File: src/rtl/cfu_ram_arbiter_pkg.sv
// Shared types and Wishbone constants for the CFU RAM read arbiter.
package cfu_ram_pkg;

  typedef enum logic [1:0] {
    IDLE = 2'd0,
    BUS  = 2'd1,
    GAP  = 2'd2,
    RESP = 2'd3
  } arb_state_t;

  localparam logic [3:0] CFU_RAM_SEL_ALL     = 4'b1111;
  localparam logic [2:0] CFU_RAM_CTI_CLASSIC = 3'b000;
  localparam logic [1:0] CFU_RAM_BTE_LINEAR  = 2'b00;

  function automatic logic [15:0] sat_inc16(input logic [15:0] value);
    return (value == 16'hFFFF) ? value : value + 16'd1;
  endfunction

endpackage

File: src/rtl/cfu_ram_arbiter_if.sv
// Wishbone classic read bus between the CFU arbiter (master) and SoC RAM (slave).
interface cfu_ram_arbiter_if;

  logic [29:0] adr;
  logic        cyc;
  logic        stb;
  logic        we;
  logic [3:0]  sel;
  logic [2:0]  cti;
  logic [1:0]  bte;
  logic [31:0] dat_mosi;
  logic [31:0] dat_miso;
  logic        ack;
  logic        err;

  modport master (
    output adr, cyc, stb, we, sel, cti, bte, dat_mosi,
    input  dat_miso, ack, err
  );

  modport slave (
    input  adr, cyc, stb, we, sel, cti, bte, dat_mosi,
    output dat_miso, ack, err
  );

endinterface

File: src/rtl/cfu_ram_arbiter_rr.sv
// Two-way round-robin picker; last_grant advances only when a grant is taken.
module rr_arbiter2 (
  input  logic       clk,
  input  logic       reset,
  input  logic [1:0] valid,
  input  logic       update,
  output logic       grant
);

  logic last_grant;

  always_comb begin
    grant = 1'b0;
    case (valid)
      2'b01:   grant = 1'b0;
      2'b10:   grant = 1'b1;
      2'b11:   grant = ~last_grant;
      default: grant = 1'b0;
    endcase
  end

  // Reset to 1 so port 0 wins the first contention.
  always_ff @(posedge clk or negedge reset) begin
    if (!reset) begin
      last_grant <= 1'b1;
    end else if (update) begin
      last_grant <= grant;
    end
  end

endmodule

File: src/rtl/cfu_ram_arbiter.sv
// Shares one Wishbone read master between two fetch ports with retry on err and timeout abort.
module cfu_ram_arbiter
  import cfu_ram_pkg::*;
#(
  parameter int MAX_RETRIES = 2,
  parameter int TIMEOUT     = 255
) (
  input  logic                 clk,
  input  logic                 reset,
  input  logic                 req0_valid,
  input  logic [29:0]          req0_adr,
  output logic                 req0_ready,
  input  logic                 req1_valid,
  input  logic [29:0]          req1_adr,
  output logic                 req1_ready,
  output logic                 rsp0_valid,
  output logic [31:0]          rsp0_data,
  output logic                 rsp0_err,
  input  logic                 rsp0_ready,
  output logic                 rsp1_valid,
  output logic [31:0]          rsp1_data,
  output logic                 rsp1_err,
  input  logic                 rsp1_ready,
  cfu_ram_arbiter_if.master    bus,
  output logic                 busy,
  output logic [15:0]          err_count
);

  localparam logic [7:0] TMO_LAST  = 8'(TIMEOUT - 1);
  localparam logic [7:0] RETRY_MAX = 8'(MAX_RETRIES);

  arb_state_t  state;
  arb_state_t  state_next;
  logic        pick;
  logic        accept;
  logic        grant_id;
  logic [29:0] adr_lat;
  logic [31:0] data_lat;
  logic        err_lat;
  logic [7:0]  retry_cnt;
  logic [7:0]  tmo_cnt;
  logic        timeout_hit;
  logic        retry_ok;
  logic        rsp_take;

  rr_arbiter2 u_rr (
    .clk    (clk),
    .reset  (reset),
    .valid  ({req1_valid, req0_valid}),
    .update (accept),
    .grant  (pick)
  );

  assign accept      = (state == IDLE) && (req0_valid || req1_valid);
  assign req0_ready  = accept && !pick;
  assign req1_ready  = accept && pick;
  assign timeout_hit = (state == BUS) && !bus.ack && !bus.err && (tmo_cnt == TMO_LAST);
  assign retry_ok    = (retry_cnt < RETRY_MAX);
  assign rsp_take    = (state == RESP) && (grant_id ? rsp1_ready : rsp0_ready);

  always_ff @(posedge clk or negedge reset) begin
    if (!reset) begin
      state <= IDLE;
    end else begin
      state <= state_next;
    end
  end

  // err outranks a simultaneous ack; a timeout is never retried.
  always_comb begin
    state_next = state;
    case (state)
      IDLE: begin
        if (accept) state_next = BUS;
        else        state_next = IDLE;
      end
      BUS: begin
        if (bus.err)                      state_next = retry_ok ? GAP : RESP;
        else if (bus.ack || timeout_hit)  state_next = RESP;
        else                              state_next = BUS;
      end
      GAP:     state_next = BUS;
      RESP: begin
        if (rsp_take) state_next = IDLE;
        else          state_next = RESP;
      end
      default: state_next = IDLE;
    endcase
  end

  always_ff @(posedge clk or negedge reset) begin
    if (!reset) begin
      grant_id  <= 1'b0;
      adr_lat   <= 30'h0;
      data_lat  <= 32'h0;
      err_lat   <= 1'b0;
      retry_cnt <= 8'h0;
      tmo_cnt   <= 8'h0;
      err_count <= 16'h0;
    end else begin
      case (state)
        IDLE: begin
          if (accept) begin
            grant_id  <= pick;
            adr_lat   <= pick ? req1_adr : req0_adr;
            retry_cnt <= 8'h0;
            tmo_cnt   <= 8'h0;
          end
        end
        BUS: begin
          if (bus.err) begin
            err_count <= sat_inc16(err_count);
            if (retry_ok) begin
              retry_cnt <= retry_cnt + 8'd1;
            end else begin
              data_lat <= 32'h0;
              err_lat  <= 1'b1;
            end
          end else if (bus.ack) begin
            data_lat <= bus.dat_miso;
            err_lat  <= 1'b0;
          end else if (timeout_hit) begin
            err_count <= sat_inc16(err_count);
            data_lat  <= 32'h0;
            err_lat   <= 1'b1;
          end else begin
            tmo_cnt <= tmo_cnt + 8'd1;
          end
        end
        GAP:     tmo_cnt <= 8'h0;
        default: ;
      endcase
    end
  end

  assign bus.cyc      = (state == BUS);
  assign bus.stb      = (state == BUS);
  assign bus.adr      = adr_lat;
  assign bus.we       = 1'b0;
  assign bus.sel      = CFU_RAM_SEL_ALL;
  assign bus.cti      = CFU_RAM_CTI_CLASSIC;
  assign bus.bte      = CFU_RAM_BTE_LINEAR;
  assign bus.dat_mosi = 32'h0;

  assign rsp0_valid = (state == RESP) && !grant_id;
  assign rsp1_valid = (state == RESP) && grant_id;
  assign rsp0_data  = data_lat;
  assign rsp1_data  = data_lat;
  assign rsp0_err   = err_lat;
  assign rsp1_err   = err_lat;
  assign busy       = (state != IDLE);

endmodule

File: src/flat_wrapper.sv
// flat-port wrapper written by rule: the top's interface ports become plain ports
module cfu_ram_arbiter_flat import cfu_ram_pkg::*;
#(
  parameter int MAX_RETRIES = 2,
  parameter int TIMEOUT     = 255
)
  (clk, reset, req0_valid, req0_adr, req0_ready, req1_valid, req1_adr, req1_ready, rsp0_valid, rsp0_data, rsp0_err, rsp0_ready, rsp1_valid, rsp1_data, rsp1_err, rsp1_ready, busy, err_count, bus_adr, bus_cyc, bus_stb, bus_we, bus_sel, bus_cti, bus_bte, bus_dat_mosi, bus_dat_miso, bus_ack, bus_err);
  cfu_ram_arbiter_if bus_i ();
  input  logic clk;
  input  logic reset;
  input  logic req0_valid;
  input  logic [29:0] req0_adr;
  output logic req0_ready;
  input  logic req1_valid;
  input  logic [29:0] req1_adr;
  output logic req1_ready;
  output logic rsp0_valid;
  output logic [31:0] rsp0_data;
  output logic rsp0_err;
  input  logic rsp0_ready;
  output logic rsp1_valid;
  output logic [31:0] rsp1_data;
  output logic rsp1_err;
  input  logic rsp1_ready;
  output logic busy;
  output logic [15:0] err_count;
  output wire logic [$bits(bus_i.adr)-1:0] bus_adr;
  output wire logic [$bits(bus_i.cyc)-1:0] bus_cyc;
  output wire logic [$bits(bus_i.stb)-1:0] bus_stb;
  output wire logic [$bits(bus_i.we)-1:0] bus_we;
  output wire logic [$bits(bus_i.sel)-1:0] bus_sel;
  output wire logic [$bits(bus_i.cti)-1:0] bus_cti;
  output wire logic [$bits(bus_i.bte)-1:0] bus_bte;
  output wire logic [$bits(bus_i.dat_mosi)-1:0] bus_dat_mosi;
  input wire logic [$bits(bus_i.dat_miso)-1:0] bus_dat_miso;
  input wire logic [$bits(bus_i.ack)-1:0] bus_ack;
  input wire logic [$bits(bus_i.err)-1:0] bus_err;
  assign bus_adr = bus_i.adr;
  assign bus_cyc = bus_i.cyc;
  assign bus_stb = bus_i.stb;
  assign bus_we = bus_i.we;
  assign bus_sel = bus_i.sel;
  assign bus_cti = bus_i.cti;
  assign bus_bte = bus_i.bte;
  assign bus_dat_mosi = bus_i.dat_mosi;
  assign bus_i.dat_miso = bus_dat_miso;
  assign bus_i.ack = bus_ack;
  assign bus_i.err = bus_err;
  cfu_ram_arbiter #(.MAX_RETRIES(MAX_RETRIES), .TIMEOUT(TIMEOUT)) u_core (.clk(clk), .reset(reset), .req0_valid(req0_valid), .req0_adr(req0_adr), .req0_ready(req0_ready), .req1_valid(req1_valid), .req1_adr(req1_adr), .req1_ready(req1_ready), .rsp0_valid(rsp0_valid), .rsp0_data(rsp0_data), .rsp0_err(rsp0_err), .rsp0_ready(rsp0_ready), .rsp1_valid(rsp1_valid), .rsp1_data(rsp1_data), .rsp1_err(rsp1_err), .rsp1_ready(rsp1_ready), .bus(bus_i), .busy(busy), .err_count(err_count));
endmodule
File: config.mk
export PLATFORM = sky130hd
export DESIGN_NAME = cfu_ram_arbiter_flat
export DESIGN_NICKNAME = d
export VERILOG_FILES = /design/src/rtl/cfu_ram_arbiter_pkg.sv /design/src/rtl/cfu_ram_arbiter_if.sv /design/src/rtl/cfu_ram_arbiter_rr.sv /design/src/rtl/cfu_ram_arbiter.sv /design/src/flat_wrapper.sv
export SDC_FILE = /design/constraint.sdc
export NUM_CORES = 1
export LEC_CHECK = 0
export BUFFER_PORTS_ARGS = -buffer_cell sky130_fd_sc_hd__buf_2
export CAP_MARGIN = 20
export CORE_AREA = 4 4 109 111
export DETAILED_ROUTE_END_ITERATION = 7
export DIE_AREA = 0 0 113 115
export GPL_ROUTABILITY_DRIVEN = 0
export PLACE_DENSITY = 0.86
export SLEW_MARGIN = 5
export SYNTH_ARGS = -nofsm -noshare
export SYNTH_HDL_FRONTEND = slang
export SYNTH_SLANG_ARGS = --single-unit
export TNS_END_PERCENT = 5
File: constraint.sdc
create_clock -name clk -period 2.2 [get_ports clk]
set_input_delay 0.11 -clock clk [delete_from_list [all_inputs] [get_ports clk]]
set_output_delay 0.11 -clock clk [all_outputs]
set_load 0.03 [all_outputs]
==> results.yml <==
run_status:
  status: "finished, violations left"
  violations: "design-rule violations"
drt:
  num_vias: 4582
  drc: 2
  post_drt_via_cell_ratio: 5.01
  drt-total-wl_um: 14500
  ant_nets: 0
  dr.pass1.iters: 8
  wire_per_inst_um: 15.9
  initialDrtViolationCount: 425
logic_synthesis:
  syn_area_mm2: 0.00483
  synthFlopType: "dfrtp_1"
  synthCells: 497
  yosys_warnings: 0
  ys_seq_area_share_pct: 51.3
  synth_xor_area_share_pct: 2.72
  synth_fa_ha_area_share_pct: 1.04
  synth_seq_cells: 99
  synth_compound_area_share_pct: 13.7
  avgSynthCellArea_um2: 9.73
  synth-simple-area-share_pct: 13.7
  yosysTopAreaCell: "dfrtp_1"
  synth_top_family_by_area: "buffers and inverters"
  yosys.area.top_type_share_pct: 50.7
  synthArstFlopShare_pct: 100
  synth_edf_count: 0
  muxShareOfSynthArea_pct: 0.440
  synth_cell_types: 43
  yosys-top-cells-area: "dfrtp_1, buf_4, a222oi_1"
sta:
  relSlewSlack_pct: 65.2
  hold_viol: 0
  period_minus_slack_ns: 2.09
  setup-tns-final_ns: 0
  clock_skew_ns: 0.0147
  setup_violations: 0
  maxSlewViolCount: 0
  grt_setup_unrepaired: "no"
  tightest_slew_ns: 0.522
  fmax_ghz: 0.478
  finalCritPeriodShare_pct: 95.2
  worst_slack_ns: 0.106
final_layout:
  drive_above_1_share_pct: 33.7
  final_common_cell: "buf_2"
  nNetsFinal: 873
  instances_no_fill: 915
  area_growth_pct: 41.8
  layout_common_cells: "buf_2, dfrtp_1, dlygate4sd3_1"
worst_setup_path:
  worst-r2r-setup-slack_ns: 0.11
  slowest_stage: "dlygate4sd3_1"
  cp.required_ns: 2.47
  startpoint: "u_core.state[1]"
  r2r-end: "u_core.bus.adr[13]"
  path_max_fanout: 25
  path_cells: "nor2_4 -> o21ai_2 -> buf_8 -> a222oi_1 -> dlygate4sd3_1 -> inv_1"
  cp-end-kind: "flip-flop"
  cp.depth: 6
  critPathLaunchType: "flip-flop"
  arrival_ns: 2.37
  crit_buf_inv: 3
  crit_type: "flip-flop to flip-flop"
  r2r-start: "u_core.state[1]"
  critPathTopFamily: "buffers and inverters"
  crit_path_end: "u_core.bus.adr[13]"
  critPathMaxStageDelay_ns: 0.61
  r2r_cells: 6
cts:
  cts_tree: "built"
  clkTransAtPathRegs_ns: 0.10
  cts_setup_buffers: 0
  cts_root_buf: "clkbuf_8"
  clockBufferDepth: 2
  clock_sinks: 99
  numCtsBuffers: 9
  clk_latency_ns: 0.37
  cts-htree-levels: 3
floorplanning:
  initial_core_util_pct: 44.8
  coreArea_mm2: 0.0108
  die_area_mm2: 0.0130
  row_count: 38
  die_h_um: 115
  dieWidth_um: 113
  pin_count: 261
hold_path:
  hp-start: "bus_dat_miso[11]"
  hold_path.class: "input pin to flip-flop"
run:
  drv_cap: 0
global_route:
  grt_max_degree: 67
  grt_usage_pct: 21.9
  antenna_found_initial: 0
  grt_pass1_vias: 4527
  grt_pass1_wl_um: 22800
  overflow: 0
power_and_ir_drop:
  power.density_mw_per_mm2: 1370
  vdd.ir_drop.worst_uv: 905
  power_leakage_nw: 3.73
placement:
  dp_cells: 806
  io_buffers: 218
  dp_slack_ns: 0.182
  place_hpwl_um: 9030
[cell families after synthesis]
family,after synthesis
buffers and inverters,139
and+or+nand+nor,145
adders and majority gates,4
xor gates and xnor gates,15
AOI/OAI and AO/OA,91
other,2
DFF,99
muxes,2
[cells in the mapped netlist (2+ instances only)]
cell type / n
and4_1: 2
conb_1: 2
nor3_2: 2
buf_4: 76
a21oi_1: 4
inv_1: 38
nand3_1: 11
o211ai_1: 2
nor4_1: 6
xnor2_1: 3
nand2_1: 80
xor2_1: 12
nor2_1: 22
o21ai_0: 43
and3_1: 2
clkbuf_1: 17
and2_1: 5
ha_1: 4
a31oi_1: 2
buf_2: 6
a21o_1: 3
o41ai_1: 2
nor3_1: 4
a222oi_1: 30
nand2b_1: 4
dfrtp_1: 98
[power breakdown]
group          switching (mW)  total, mW  internal (mW)
Sequential              0.517       2.99           2.48
Combinational            3.39       5.16           1.77
Clock                   0.653       1.22          0.567
[worst min path at each step]
stage                                end  slack [ns]  depth (start not counted)
floorplan              u_core.bus.adr[0]       -0.19                          0
global placement     u_core.err_count[2]        0.12                          1
detailed placement   u_core.err_count[0]        0.12                          1
CTS                 u_core.rsp0_data[11]        0.02                          3
global route        u_core.rsp0_data[11]        0.06                          3
finish              u_core.rsp0_data[11]        0.04                          3
[cell type report]
cell class / instances / area, um2
tap: 140 / 175
multi-input combinational: 299 / 1710
timing repair buffer: 321 / 2140
clock buffer: 10 / 138
antenna: 1 / 2.50
inverter: 39 / 146
fill: 821 / 3940
sequential: 99 / 2480
clock inverter: 6 / 68.8
[flip-flops by register name, summed over array words and instances (netlist names)]
signal and cells:
u_core.rsp0_data 32, u_core.bus.adr 30, u_core.err_count 16, u_core.retry_cnt 8, u_core.tmo_cnt 8, u_core.state 2, u_core.grant_id 1, u_core.rsp0_err 1
u_core.u_rr.last_grant 1
[per-layer routing]
metal,wire length [um],global-route usage (%),vias up
met5,0,0,-
met4,477,10.2,0
met3,1340,4.26,45
met2,7320,37.3,297
met1,5370,26.9,2131
li1,-,-,2109
[tightest hold or removal path: cells and delay by family]
family	cells	cell delay, ns
AND/OR/NAND/NOR	1	0.07
buffers and inverters	1	0.10
AO/OA/AOI/OAI	1	0.08
[timing repair]
action	CTS	global route
resized for setup	0	7
hold endpoints to repair	101	0
setup endpoints to repair	0	29
hold buffers	92	0
[stage by stage]
step	area (um2)	power [mW]	hold slack (ns)	util, %
2_1_floorplan	4980	6.44	-0.186	-
3_3_place_gp	5690	7.36	0.118	52.7
3_5_place_dp	5710	7.50	0.119	52.9
4_1_cts	6830	9.27	0.0174	63.3
5_1_grt	6850	9.92	0.0594	63.5
6_report	6860	9.37	0.0383	63.5
No activity file was read; power rests on OpenSTA's default activity.
